===== src/rtl/ifc_block_xfer_ctrl_pkg.sv =====
// ifc_xfer_pkg: shared constants and types for the IFC block transfer controller.
// Holds the register window addresses, control words, status bit positions,
// the FSM state encoding and a helper that maps a state onto its status class.
package ifc_xfer_pkg;

  localparam int DATA_W = 16;

  // Register window
  localparam logic [7:0] ADDR_CTRL = 8'h40;
  localparam logic [7:0] ADDR_CSUM = 8'h50;
  localparam logic [7:0] ADDR_LEN  = 8'h52;
  localparam logic [7:0] ADDR_DATA = 8'h54;

  // Control words; bit 8 is the key that qualifies any control write
  localparam logic [15:0] CMD_END = 16'h0100;
  localparam logic [15:0] CMD_RD  = 16'h0103;
  localparam logic [15:0] CMD_WR  = 16'h0105;
  localparam int          KEY_BIT = 8;

  // Status word bit positions
  localparam int ST_READY = 3;
  localparam int ST_WOK   = 4;
  localparam int ST_CERR  = 5;
  localparam int ST_LERR  = 6;
  localparam int ST_SERR  = 7;
  localparam int ST_KEY   = 8;
  localparam int ST_CLS   = 9;   // two bits, [10:9]

  typedef enum logic [2:0] {
    S_IDLE     = 3'b000,
    S_RD_FILL  = 3'b001,
    S_RD_READY = 3'b010,
    S_WR_RECV  = 3'b100,
    S_WR_CHECK = 3'b101,
    S_WR_DRAIN = 3'b110,
    S_ERR      = 3'b111
  } xfer_state_e;

  typedef struct packed {
    logic seq_err;
    logic len_err;
    logic csum_err;
    logic write_ok;
    logic ready;
  } xfer_flags_t;

  // Status class: 0 idle, 1 read, 2 write, 3 err
  function automatic logic [1:0] state_cls(input xfer_state_e s);
    case (s)
      S_IDLE:                 return 2'd0;
      S_RD_FILL, S_RD_READY:  return 2'd1;
      S_ERR:                  return 2'd3;
      default:                return 2'd2;
    endcase
  endfunction

endpackage


===== src/rtl/ifc_block_xfer_ctrl_if.sv =====
// ifc_block_xfer_ctrl_if: bundles the IFC register strobe bus and the local
// agent buffer port of the block transfer controller.
//   master: decoder / local agent side (drives strobes, address, local requests)
//   slave : the controller (drives read data, grant, irq, busy)
interface ifc_block_xfer_ctrl_if;
  import ifc_xfer_pkg::*;

  logic              reg_wr_stb;
  logic              reg_rd_stb;
  logic [7:0]        reg_addr;
  logic [DATA_W-1:0] reg_wdata;
  logic [DATA_W-1:0] reg_rdata;

  logic              loc_req;
  logic              loc_gnt;
  logic              loc_we;
  logic [DATA_W-1:0] loc_wdata;
  logic              loc_rd;
  logic [DATA_W-1:0] loc_rdata;
  logic              loc_done;
  logic [DATA_W-1:0] loc_len;

  logic              irq;
  logic              busy;

  modport master (
    output reg_wr_stb, reg_rd_stb, reg_addr, reg_wdata,
    output loc_req, loc_we, loc_wdata, loc_rd, loc_done, loc_len,
    input  reg_rdata, loc_gnt, loc_rdata, irq, busy
  );

  modport slave (
    input  reg_wr_stb, reg_rd_stb, reg_addr, reg_wdata,
    input  loc_req, loc_we, loc_wdata, loc_rd, loc_done, loc_len,
    output reg_rdata, loc_gnt, loc_rdata, irq, busy
  );
endinterface


===== src/rtl/ifc_block_xfer_ctrl_buf.sv =====
// xfer_buf: DEPTH x 16 block buffer with a fill pointer, a drain pointer and a
// running XOR checksum of every word accepted.
//   clr   : clears both pointers and the checksum (contents are left as-is)
//   we    : store wdata at wr_ptr; ignored once wr_ptr == DEPTH (full)
//   re    : advance rd_ptr, saturating at DEPTH
//   rdata : word at rd_ptr, 0 once rd_ptr has run off the end
module xfer_buf
  import ifc_xfer_pkg::*;
#(
  parameter int DEPTH = 6,
  parameter int PTR_W = 3
) (
  input  logic              clk,
  input  logic              rst_n,
  input  logic              clr,
  input  logic              we,
  input  logic [DATA_W-1:0] wdata,
  input  logic              re,
  output logic [PTR_W-1:0]  wr_ptr,
  output logic [PTR_W-1:0]  rd_ptr,
  output logic [DATA_W-1:0] rdata,
  output logic [DATA_W-1:0] csum,
  output logic              full
);

  localparam int AW = (DEPTH > 1) ? $clog2(DEPTH) : 1;

  logic [DEPTH-1:0][DATA_W-1:0] mem;
  logic                         wr_ok;
  logic                         rd_ok;

  assign full  = (wr_ptr == PTR_W'(DEPTH));
  assign wr_ok = we && !full && !clr;
  assign rd_ok = re && (rd_ptr < PTR_W'(DEPTH)) && !clr;
  assign rdata = (rd_ptr < PTR_W'(DEPTH)) ? mem[rd_ptr[AW-1:0]] : '0;

  // Storage has no reset; only pointers and checksum are defined after reset.
  always_ff @(posedge clk) begin
    if (wr_ok) mem[wr_ptr[AW-1:0]] <= wdata;
  end

  always_ff @(posedge clk or negedge rst_n) begin
    if (!rst_n) begin
      wr_ptr <= '0;
      rd_ptr <= '0;
      csum   <= '0;
    end else if (clr) begin
      wr_ptr <= '0;
      rd_ptr <= '0;
      csum   <= '0;
    end else begin
      if (wr_ok) begin
        wr_ptr <= wr_ptr + 1'b1;
        csum   <= csum ^ wdata;
      end
      if (rd_ok) rd_ptr <= rd_ptr + 1'b1;
    end
  end

endmodule


===== src/rtl/ifc_block_xfer_ctrl.sv =====
// ifc_block_xfer_ctrl: sequences IFC block reads/writes through the register
// window (0x40 ctrl/status, 0x50 csum, 0x52 byte length, 0x54 data port) and
// arbitrates the shared block buffer between the IFC host and the local agent.
//   clock_50MHz : system clock
//   rst_n       : async active-low reset, aborts any transfer
//   bus         : slave side of ifc_block_xfer_ctrl_if (register strobes,
//                 local agent fill/drain port, irq, busy)
module ifc_block_xfer_ctrl
  import ifc_xfer_pkg::*;
#(
  parameter int DEPTH   = 6,
  parameter int PTR_W   = 3,
  parameter int TIMEOUT = 50000
) (
  input  logic                 clock_50MHz,
  input  logic                 rst_n,
  ifc_block_xfer_ctrl_if.slave bus
);

  localparam logic [15:0] MAX_LEN = 16'(2 * DEPTH);
  localparam int          TW      = $clog2(TIMEOUT + 1);

  xfer_state_e       state, nxt;
  xfer_flags_t       flg;
  logic              key;
  logic [15:0]       len, exp_csum;
  logic [TW-1:0]     tmo_cnt;

  logic [PTR_W-1:0]  wr_ptr, rd_ptr;
  logic [DATA_W-1:0] buf_rdata, buf_csum, buf_wdata;
  logic              buf_full, buf_clr, buf_we, buf_re;

  // ---------------- event decode ----------------
  logic at_ctrl, at_csum, at_len, at_data;
  logic host_ctl, key_wr, cmd_end, cmd_rd, cmd_wr;
  logic loc_act, gnt, l_we, l_rd, l_done;
  logic h_data_wr, h_data_rd, h_csum_wr, h_len_wr, h_data_bad;
  logic [16:0] len_words, wr_cnt, rd_cnt;
  logic wr_room, rd_left, wr_last, drain_done, tmo, csum_ok;
  logic len_bad_h, loc_len_bad;

  assign at_ctrl = (bus.reg_addr == ADDR_CTRL);
  assign at_csum = (bus.reg_addr == ADDR_CSUM);
  assign at_len  = (bus.reg_addr == ADDR_LEN);
  assign at_data = (bus.reg_addr == ADDR_DATA);

  // Any 0x40 write owns the cycle: every other event is masked by host_ctl.
  assign host_ctl = bus.reg_wr_stb && at_ctrl;
  assign key_wr   = host_ctl && bus.reg_wdata[KEY_BIT];
  assign cmd_end  = host_ctl && (bus.reg_wdata == CMD_END);
  assign cmd_rd   = host_ctl && (bus.reg_wdata == CMD_RD) && (state == S_IDLE);
  assign cmd_wr   = host_ctl && (bus.reg_wdata == CMD_WR) && (state == S_IDLE);

  assign loc_act = (state == S_RD_FILL) || (state == S_WR_DRAIN);
  assign gnt     = loc_act && bus.loc_req;
  assign l_we    = gnt && bus.loc_we   && (state == S_RD_FILL)  && !host_ctl;
  assign l_done  = gnt && bus.loc_done && (state == S_RD_FILL)  && !host_ctl;
  assign l_rd    = gnt && bus.loc_rd   && (state == S_WR_DRAIN) && !host_ctl;

  assign h_data_wr  = bus.reg_wr_stb && at_data && (state == S_WR_RECV);
  assign h_data_rd  = bus.reg_rd_stb && at_data && (state == S_RD_READY);
  assign h_csum_wr  = bus.reg_wr_stb && at_csum && (state == S_WR_RECV);
  assign h_len_wr   = bus.reg_wr_stb && at_len  && (state == S_WR_RECV);
  assign h_data_bad = (bus.reg_wr_stb || bus.reg_rd_stb) && at_data && loc_act;

  // Byte length rounded up to whole words; 17 bits so 0xFFFF cannot wrap.
  assign len_words   = ({1'b0, len} + 17'd1) >> 1;
  assign wr_cnt      = 17'(wr_ptr);
  assign rd_cnt      = 17'(rd_ptr);
  assign wr_room     = wr_cnt < len_words;
  assign rd_left     = rd_cnt < len_words;
  assign wr_last     = h_data_wr && wr_room && (wr_cnt + 17'd1 == len_words);
  assign drain_done  = (state == S_WR_DRAIN) && !host_ctl &&
                       ((l_rd && (rd_cnt + 17'd1 >= len_words)) || !rd_left);
  assign tmo         = loc_act && !(l_we || l_rd) && (tmo_cnt == TW'(TIMEOUT - 1));
  assign csum_ok     = (buf_csum == exp_csum);
  assign len_bad_h   = bus.reg_wdata > MAX_LEN;
  assign loc_len_bad = bus.loc_len > MAX_LEN;

  // ---------------- buffer ----------------
  assign buf_we    = l_we || (h_data_wr && wr_room);
  assign buf_wdata = (state == S_RD_FILL) ? bus.loc_wdata : bus.reg_wdata;
  assign buf_re    = (l_rd || h_data_rd) && rd_left;
  assign buf_clr   = cmd_end || cmd_rd || cmd_wr || drain_done;

  xfer_buf #(.DEPTH(DEPTH), .PTR_W(PTR_W)) u_buf (
    .clk    (clock_50MHz),
    .rst_n  (rst_n),
    .clr    (buf_clr),
    .we     (buf_we),
    .wdata  (buf_wdata),
    .re     (buf_re),
    .wr_ptr (wr_ptr),
    .rd_ptr (rd_ptr),
    .rdata  (buf_rdata),
    .csum   (buf_csum),
    .full   (buf_full)
  );

  // ---------------- FSM: state register ----------------
  always_ff @(posedge clock_50MHz or negedge rst_n) begin
    if (!rst_n) state <= S_IDLE;
    else        state <= nxt;
  end

  // ---------------- FSM: next state ----------------
  always_comb begin
    nxt = state;
    if (cmd_end)      nxt = S_IDLE;
    else if (cmd_rd)  nxt = S_RD_FILL;
    else if (cmd_wr)  nxt = S_WR_RECV;
    else if (!host_ctl) begin
      case (state)
        S_RD_FILL: begin
          if (l_done)   nxt = loc_len_bad ? S_ERR : S_RD_READY;
          else if (tmo) nxt = S_ERR;
        end
        S_WR_RECV: begin
          if (h_len_wr) begin
            if (len_bad_h)                nxt = S_ERR;
            else if (bus.reg_wdata == '0) nxt = S_WR_CHECK;
          end else if (wr_last) begin
            nxt = S_WR_CHECK;
          end
        end
        S_WR_CHECK: nxt = csum_ok ? S_WR_DRAIN : S_ERR;
        S_WR_DRAIN: begin
          if (drain_done) nxt = S_IDLE;
          else if (tmo)   nxt = S_ERR;
        end
        default: ;
      endcase
    end
  end

  // ---------------- FSM: outputs ----------------
  logic [15:0] status;
  always_comb begin
    status               = '0;
    status[ST_KEY]       = key;
    status[ST_READY]     = flg.ready;
    status[ST_WOK]       = flg.write_ok;
    status[ST_CERR]      = flg.csum_err;
    status[ST_LERR]      = flg.len_err;
    status[ST_SERR]      = flg.seq_err;
    status[ST_CLS +: 2]  = state_cls(state);

    bus.loc_gnt   = gnt;
    bus.busy      = (state != S_IDLE);
    bus.irq       = (|flg) || (state == S_ERR);
    bus.loc_rdata = (state == S_WR_DRAIN) ? buf_rdata : '0;

    case (bus.reg_addr)
      ADDR_CTRL: bus.reg_rdata = status;
      ADDR_CSUM: bus.reg_rdata = (state_cls(state) == 2'd2) ? exp_csum : buf_csum;
      ADDR_LEN:  bus.reg_rdata = len;
      ADDR_DATA: bus.reg_rdata = ((state == S_RD_READY) && rd_left) ? buf_rdata : '0;
      default:   bus.reg_rdata = '0;
    endcase
  end

  // ---------------- flags, length, expected checksum ----------------
  always_ff @(posedge clock_50MHz or negedge rst_n) begin
    if (!rst_n) begin
      flg      <= '0;
      key      <= 1'b0;
      len      <= '0;
      exp_csum <= '0;
    end else begin
      if (key_wr) key <= 1'b1;
      if (cmd_end || cmd_rd || cmd_wr) begin
        flg       <= '0;
        flg.ready <= cmd_wr;   // host may start sending as soon as write opens
        len       <= '0;
        exp_csum  <= '0;
      end else if (!host_ctl) begin
        if (h_data_bad) flg.seq_err <= 1'b1;
        case (state)
          S_RD_FILL: begin
            if (l_we && buf_full) flg.seq_err <= 1'b1;
            if (l_done) begin
              if (loc_len_bad) flg.len_err <= 1'b1;
              else begin
                len       <= bus.loc_len;
                flg.ready <= 1'b1;
              end
            end
          end
          S_RD_READY: if (h_data_rd && !rd_left) flg.seq_err <= 1'b1;
          S_WR_RECV: begin
            if (h_csum_wr) exp_csum <= bus.reg_wdata;
            if (h_len_wr) begin
              len <= bus.reg_wdata;
              if (len_bad_h) flg.len_err <= 1'b1;
            end
            if (h_data_wr && !wr_room) flg.seq_err <= 1'b1;
          end
          S_WR_CHECK: begin
            if (csum_ok) flg.write_ok <= 1'b1;
            else         flg.csum_err <= 1'b1;
          end
          default: ;
        endcase
        // ready means "host may move data"; it drops once that phase ends.
        if (nxt == S_ERR || nxt == S_WR_CHECK) flg.ready <= 1'b0;
      end
    end
  end

  // Local inactivity timer; any granted fill/drain beat restarts it.
  always_ff @(posedge clock_50MHz or negedge rst_n) begin
    if (!rst_n)                        tmo_cnt <= '0;
    else if (!loc_act || l_we || l_rd) tmo_cnt <= '0;
    else                               tmo_cnt <= tmo_cnt + 1'b1;
  end

endmodule


===== src/flat_wrapper.sv =====
// flat-port wrapper written by rule: the top's interface ports become plain ports
module ifc_block_xfer_ctrl_flat import ifc_xfer_pkg::*;
#(
  parameter int DEPTH   = 6,
  parameter int PTR_W   = 3,
  parameter int TIMEOUT = 50000
)
  (clock_50MHz, rst_n, bus_reg_wr_stb, bus_reg_rd_stb, bus_reg_addr, bus_reg_wdata, bus_loc_req, bus_loc_we, bus_loc_wdata, bus_loc_rd, bus_loc_done, bus_loc_len, bus_reg_rdata, bus_loc_gnt, bus_loc_rdata, bus_irq, bus_busy);
  ifc_block_xfer_ctrl_if bus_i ();
  input  logic clock_50MHz;
  input  logic rst_n;
  input wire logic [$bits(bus_i.reg_wr_stb)-1:0] bus_reg_wr_stb;
  input wire logic [$bits(bus_i.reg_rd_stb)-1:0] bus_reg_rd_stb;
  input wire logic [$bits(bus_i.reg_addr)-1:0] bus_reg_addr;
  input wire logic [$bits(bus_i.reg_wdata)-1:0] bus_reg_wdata;
  input wire logic [$bits(bus_i.loc_req)-1:0] bus_loc_req;
  input wire logic [$bits(bus_i.loc_we)-1:0] bus_loc_we;
  input wire logic [$bits(bus_i.loc_wdata)-1:0] bus_loc_wdata;
  input wire logic [$bits(bus_i.loc_rd)-1:0] bus_loc_rd;
  input wire logic [$bits(bus_i.loc_done)-1:0] bus_loc_done;
  input wire logic [$bits(bus_i.loc_len)-1:0] bus_loc_len;
  output wire logic [$bits(bus_i.reg_rdata)-1:0] bus_reg_rdata;
  output wire logic [$bits(bus_i.loc_gnt)-1:0] bus_loc_gnt;
  output wire logic [$bits(bus_i.loc_rdata)-1:0] bus_loc_rdata;
  output wire logic [$bits(bus_i.irq)-1:0] bus_irq;
  output wire logic [$bits(bus_i.busy)-1:0] bus_busy;
  assign bus_i.reg_wr_stb = bus_reg_wr_stb;
  assign bus_i.reg_rd_stb = bus_reg_rd_stb;
  assign bus_i.reg_addr = bus_reg_addr;
  assign bus_i.reg_wdata = bus_reg_wdata;
  assign bus_i.loc_req = bus_loc_req;
  assign bus_i.loc_we = bus_loc_we;
  assign bus_i.loc_wdata = bus_loc_wdata;
  assign bus_i.loc_rd = bus_loc_rd;
  assign bus_i.loc_done = bus_loc_done;
  assign bus_i.loc_len = bus_loc_len;
  assign bus_reg_rdata = bus_i.reg_rdata;
  assign bus_loc_gnt = bus_i.loc_gnt;
  assign bus_loc_rdata = bus_i.loc_rdata;
  assign bus_irq = bus_i.irq;
  assign bus_busy = bus_i.busy;
  ifc_block_xfer_ctrl #(.DEPTH(DEPTH), .PTR_W(PTR_W), .TIMEOUT(TIMEOUT)) u_core (.clock_50MHz(clock_50MHz), .rst_n(rst_n), .bus(bus_i));
endmodule

===== config.mk =====
export PLATFORM = sky130hd
export DESIGN_NAME = ifc_block_xfer_ctrl_flat
export DESIGN_NICKNAME = d
export VERILOG_FILES = /design/src/rtl/ifc_block_xfer_ctrl_pkg.sv /design/src/rtl/ifc_block_xfer_ctrl_if.sv /design/src/rtl/ifc_block_xfer_ctrl_buf.sv /design/src/rtl/ifc_block_xfer_ctrl.sv /design/src/flat_wrapper.sv
export SDC_FILE = /design/constraint.sdc
export NUM_CORES = 1
export LEC_CHECK = 0
export BUFFER_PORTS_ARGS = -buffer_cell sky130_fd_sc_hd__buf_2
export CAP_MARGIN = 20
export CORE_UTILIZATION = 45
export CTS_CLUSTER_DIAMETER = 100
export DETAILED_ROUTE_END_ITERATION = 6
export SKIP_CTS_REPAIR_TIMING = 1
export SYNTH_ARGS = -nofsm -noshare
export SYNTH_HDL_FRONTEND = slang
export SYNTH_SLANG_ARGS = --single-unit

===== constraint.sdc =====
create_clock -name clock_50MHz -period 5.8 [get_ports clock_50MHz]
set_input_delay 1.16 -clock clock_50MHz [delete_from_list [all_inputs] [get_ports clock_50MHz]]
set_output_delay 1.16 -clock clock_50MHz [all_outputs]
set_load 0.03 [all_outputs]

==> Yosys cells after proc, flatten, opt, wreduce, memory -nomap -nowiden <==
Cells that the tools add are included.
{ "totals": {"register_bits": 175, "inputBits": 64, "word_cells": 210} }
{ "op_classes": {"addsub": 6, "n_lt_le_gt_ge": 9, "n_eq_ne": 28, "mux": 63, "bitwise_logic": 1, "reduce_logical": 84} }
{ "ops": {"columns": ["cell", "count"], "rows": [
  ["2-to-1 mux 16 bit", 19],
  ["bitwise mux 96 bit", 1],
  ["one-hot mux 16 bit (4 select lines)", 1],
  ["binary-select mux 16 bit (select 3 bit)", 1],
  ["demux 16 bit (select 3 bit)", 1],
  ["== test 16 x 9 -> 1 bit (second input constant)", 3],
  ["2-to-1 mux 3 bit", 16],
  ["logical AND 1 bit", 44],
  ["== test 8 x 7 -> 1 bit (second input constant)", 4],
  ["greater-than comparator 16 x 4 -> 1 bit (second input constant)", 2],
  ["less-than comparator 3 x 16 -> 1 bit", 2],
  ["one-hot mux 16 bit (2 select lines)", 1],
  ["== test 3 bit (second input constant)", 7],
  ["adder 16 x 1 -> 17 bit (second input constant)", 1],
  ["== test 17 x 16 -> 1 bit", 1],
  ["greater-or-equal comparator 17 x 16 -> 1 bit", 1],
  ["adder 16 x 1 -> 16 bit (second input constant)", 1],
  ["== test 16 bit", 1],
  ["== test 16 bit (second input constant)", 1],
  ["logical NOT 16 bit", 1],
  ["XOR 16 bit", 1],
  ["2-to-1 mux 1 bit", 15],
  ["logical OR 1 bit", 13],
  ["!= test 3 x 2 -> 1 bit (second input constant)", 4],
  ["other kinds (26)", 49]
]} }

==> Logic depth before layout (Yosys ltp) <==
{ "depth": {"ltp_word": 22, "depth_mapped": 15} }

==> Hierarchy <==
Synthesis repeated with hierarchy kept, for this count alone.
{ "unflattened": {"hier_cells": 870, "hier_area_um2": 9489.1} }
{ "modules_own_cells": {"columns": ["mod", "n_inst", "cells_each", "area_each_um2", "seq_area_each_um2"], "rows": [
  ["xfer_buf", 1, 320, 4954.8, 3433.3],
  ["ifc_block_xfer_ctrl", 1, 550, 4534.3, 1426.4]
]} }

==> Worst setup path after synthesis <==
Ideal clock, no wire load.
{ "synth_timing": {"path_kind": "input-to-reg", "from": "input port bus_reg_addr[5]", "to": "register u_core.u_buf.mem[0] (netlist bit), enable pin", "arrival_time_ns": 4.454, "required_ns": 5.370, "path_slack_ns": 0.915, "path_stages": 9, "path_buffers": 2, "path_cell_list": "or4b_1 -> buf_2 -> nor2_1 -> nand4b_1 -> or2_1 -> a22oi_2 -> nand2_1 -> buf_2 -> nor4_1"} }
{ "synth_via": {"elab_chain_cells": 10, "word_cells_on_any_way": 25, "cone_classes": "eq/ne (2); reduce/logical (23)"} }
{ "synth_lines": {"columns": ["item", "line_no", "rtl"], "rows": [
  ["from (decl)", "flat_wrapper.sv:14", "input wire logic [$bits(bus_i.reg_addr)-1:0] bus_reg_addr;"],
  ["== test 8 x 7 -> 1 bit", "ifc_block_xfer_ctrl.sv:42", "assign at_ctrl = (bus.reg_addr == ADDR_CTRL);"],
  ["logical AND 1 bit", "ifc_block_xfer_ctrl.sv:48", "assign host_ctl = bus.reg_wr_stb && at_ctrl;"],
  ["logical NOT 1 bit", "ifc_block_xfer_ctrl.sv:56, ifc_block_xfer_ctrl.sv:58, ifc_block_xfer_ctrl.sv:73", null],
  ["logical AND 1 bit", "ifc_block_xfer_ctrl.sv:58", "assign l_rd = gnt && bus.loc_rd && (state == S_WR_DRAIN) && !host_ctl;"],
  ["logical AND 1 bit", "ifc_block_xfer_ctrl.sv:74", "((l_rd && (rd_cnt + 17'd1 >= len_words)) || !rd_left);"],
  ["logical OR 1 bit", "ifc_block_xfer_ctrl.sv:74", null],
  ["logical AND 1 bit", "ifc_block_xfer_ctrl.sv:73", "assign drain_done = (state == S_WR_DRAIN) && !host_ctl &&"],
  ["logical OR 1 bit", "ifc_block_xfer_ctrl.sv:84", "assign buf_clr = cmd_end || cmd_rd || cmd_wr || drain_done;"],
  ["logical NOT 1 bit", "ifc_block_xfer_ctrl_buf.sv:33", "assign wr_ok = we && !full && !clr;"],
  ["logical AND 1 bit (*)", "ifc_block_xfer_ctrl_buf.sv:33", null],
  ["to (signal, indexed assignment)", "ifc_block_xfer_ctrl_buf.sv:39", "if (wr_ok) mem[wr_ptr[AW-1:0]] <= wdata;"],
  ["to (decl)", "ifc_block_xfer_ctrl_buf.sv:28", "logic [DEPTH-1:0][DATA_W-1:0] mem;"]
]} }
Mark *: on every way between the ends. The rest lies on a longest branch, timed or not.
A chain may end at the register's enable or synchronous reset.

==> Worst setup path after layout <==
{ "layout_timing": {"from": "input port bus_reg_addr[5]", "to": "output port bus_reg_rdata[5]"} }
{ "layout_via": {"elab_chain_cells": 2, "word_cells_on_any_way": 5, "cone_classes": "eq/ne (4); mux (1)"} }
{ "layout_lines": {"columns": ["item", "line_no", "rtl"], "rows": [
  ["== test 8 x 7 -> 1 bit", "ifc_block_xfer_ctrl.sv:153", "case (bus.reg_addr)"],
  ["one-hot mux 16 bit (4 select lines) (*)", "ifc_block_xfer_ctrl.sv:153", null],
  ["to (decl)", "flat_wrapper.sv:22", "output wire logic [$bits(bus_i.reg_rdata)-1:0] bus_reg_rdata;"]
]} }
Marked as above.

==> metrics.csv <==
metric,value,unit
maximum fanout along the worst path,16,
Core Area,0.0202,mm2
"buffers from clock root to sink, at most",2,
global-route usage over all layers,0.254,
pin count of the biggest net entering global routing,80,
share of power burned in registers,0.433,
Worst path slowest cell,sky130_fd_sc_hd__or4b_1,
total count of hold-check failures in the final report,0,
internal power,2.53,mW
Met1 Routed Length,11600,um
critical path startpoint category,primary input,
tightest slew margin relative to the limit,0.465,
library cells used by synthesis,65,
top cells by area in the synthesized netlist,"sky130_fd_sc_hd__edfxtp_1 (31%), sky130_fd_sc_hd__dfrtp_1 (21%), sky130_fd_sc_hd__mux2i_1 (5.4%)",
most common cell in the synthesized netlist,sky130_fd_sc_hd__edfxtp_1,
final cycle utilization of the critical path,0.864,
biggest area consumer among synthesized cells,sky130_fd_sc_hd__edfxtp_1,
number of enable flip-flop cells after synthesis,96,
Horiz. Die Dim,146,um
layout net count,957,
CP most frequent cell,sky130_fd_sc_hd__buf_2,
PD cells,369,mW/mm2
count of filler cells inserted in the layout,1738,
number of cells produced by synthesis,790,
predominant post-synthesis flop cell,sky130_fd_sc_hd__edfxtp_1,
die area,0.0212,mm2
sequential cell area,0.00486,mm2
maximum level of the CTS H-tree,4,
utilization of the core after routing,0.533,
count of warnings emitted by yosys,0,
effective utilization at floorplan,0.458,
Syn Area/Cell,11.7,um2
endpoints failing setup,0,
post-route ant nets,0,
maximum achievable frequency,200,MHz
I/O Buffers,98,
sequential fraction of the synthesis area,0.524,
clock edge transition at the registers on the reported setup and hold paths,0.08,ns
routed vias,6991,
diode count,0,
max_cap viols,0,
setup tns final,0,ns
vias per cell,6.01,
critical-path cell list,buf_2 -> or4b_1 -> nor2_1 -> nand4b_1 -> nor3_1 -> nand2b_1 -> o221ai_1 -> buf_2,
Worst path max stage delay,0.66,ns
list of most frequent post-synthesis cells,"sky130_fd_sc_hd__edfxtp_1 (96), sky130_fd_sc_hd__nor2_1 (83), sky130_fd_sc_hd__dfrtp_1 (79)",
combined area of all synthesized cells,0.00927,mm2
proportion of register bits with asynchronous set or reset after synthesis,0.451,
measured slew at the worst slew-check pin,0.803,ns
Die Height,146,um
Period minus WS final,5.01,ns
worst vdd ir,0.224,mV
final number of max-transition violations,0,
I/O Pins,99,
highest metal layer used by the detailed router,met4,
final hold slack,0.458,ns
Arrival @ worst endpoint,3.85,ns
run status,finished clean,
Final Wtd Congestion,0.917,
via count of the first global-routing pass,6864,
sort of element at the end of the critical path,primary output,
Psw,1.44,mW
drc violations,0,
Seq cells post-synth,175,
area growth from synthesis to layout,16.3,%
multi-input logic area,0.00422,mm2
CTS buffer count,17,
first-pass GRT wire length,40600,um
# placed instances,1128,
clock network fraction of design power,0.306,
switch share,0.363,
type of the most critical hold path,flip-flop to flip-flop,
detailed-placement wirelength estimate,19200,um
Final Instance Count excl. Fillers,1164,
clock skew after layout,0.0140,ns
final wirelength,26100,um
routed wl met2,12200,um
wire length per cell after detailed routing,22.5,um
met3 routed wirelength,1540,um
fraction of final layout cells with drive strength greater than 1,0.240,
syn nets,866,
critical path start-end classification,primary input to primary output,
starting DRC count in detailed routing,549,
length of the first detailed-routing pass in iterations,5,
root buffer selected by CTS,sky130_fd_sc_hd__clkbuf_16,
fraction of post-synthesis cell area in the top cell type by area,0.311,
number of antenna violations at the first check in global routing,0,
Leak Pwr,4.39,nW
clock tree from TritonCTS,done,
power share of the combinational group,0.261,
grt total ovfl,0,
RSZ-0062 raised after global routing,false,
Site Rows,52,
latest clock arrival within the worst-skew pair,0.44,ns
Crit path required time,4.64,ns
number of clock sinks seen by CTS,175,
worst paths after layout:
check                                             from                                 end  slack [ns]  depth (start not counted)
min                        u_core.tmo_cnt[0]$_DFF_PN0_         u_core.tmo_cnt[0]$_DFF_PN0_        0.46                          1
min reg2reg                u_core.tmo_cnt[0]$_DFF_PN0_         u_core.tmo_cnt[0]$_DFF_PN0_        0.46                          1
max                                    bus_reg_addr[5]                    bus_reg_rdata[5]        0.79                          8
max in group asynchronous                        rst_n      u_core.exp_csum[5]$_DFFE_PN0P_        4.59                          2
max reg2reg                  u_core.len[0]$_DFFE_PN0P_  u_core.u_buf.wr_ptr[1]$_DFFE_PN0P_        2.00                         10
min in group asynchronous                        rst_n  u_core.u_buf.rd_ptr[2]$_DFFE_PN0P_        0.62                          1
layer usage:
metal / vias up / global-route usage
met1: 3517 / 0.358
met5: - / 0
met3: 46 / 0.0298
li1: 3152 / -
met4: 0 / 0.113
met2: 276 / 0.398
power groups by stage:
stage          clock network (mW)  logic [mW]  registers [mW]
4_1_cts                      1.24        1.02            1.72
3_3_place_gp                    0       0.989            1.73
6_report                     1.22        1.04            1.72
5_1_grt                      1.28        1.13            1.74
3_5_place_dp                    0        1.02            1.74
2_1_floorplan                   0       0.757            1.64
stage by stage:
stage / power (mW) / setup slack [ns] / area (um2)
global route: 4.15 / 0.689 / 10800
floorplan: 2.40 / 0.915 / 9270
finish: 3.98 / 0.790 / 10800
global placement: 2.72 / 1.07 / 10100
CTS: 3.97 / 0.884 / 10700
detailed placement: 2.76 / 0.893 / 10100
logic make-up (layout without fill, tap and decap cells):
family                   count (synthesis)  after routing  synth area share
buffers and inverters                   59            163            0.0266
multiplexers                            98             98             0.132
AND/OR/NAND/NOR                        270            270             0.151
AO/OA/AOI/OAI                          115            115            0.0923
flip-flops                             175            175             0.524
XOR/XNOR                                59             59            0.0558
adder cells (fa/ha/maj)                 14             14            0.0184
flip-flops by register name (all words and copies together) (netlist names):
signal,cells
u_core.state,3
u_core.tmo_cnt,16
u_core.u_buf.rd_ptr,3
u_core.u_buf.mem,96
u_core.u_buf.wr_ptr,3
u_core.u_buf.csum,16
u_core.key,1
u_core.len,16
u_core.exp_csum,16
u_core.flg,5
cell type report:
type,count,area share
clock buffer,17,0.0395
clock inverter,15,0.0202
inverter,16,0.00557
multi-input combinational,556,0.392
sequential,175,0.451
tap,270,0.0313
timing repair buffer,115,0.0608
placed cells by master, fill, tap and decap left out, drive strengths merged, types with 7 or more instances in the layout:
cell      n
a21oi     9
a22oi    24
and3     26
buf     115
clkbuf   17
clkinv    8
dfrtp    79
edfxtp   96
ha       12
inv      23
mux2     32
mux2i    50
mux4     16
nand2    47
nand3    24
nand4    11
nor2     84
nor2b     7
nor3     13
nor4     22
o21ai    15
o221ai   15
o31ai    17
xnor2    30
xor2     29
critical path: cells and delay by family:
family	cells	cell delay, ns
AND/OR/NAND/NOR	5	1.84
AO/OA/AOI/OAI	1	0.47
buffers and inverters	2	0.36
(Power assumes the default switching activity.)
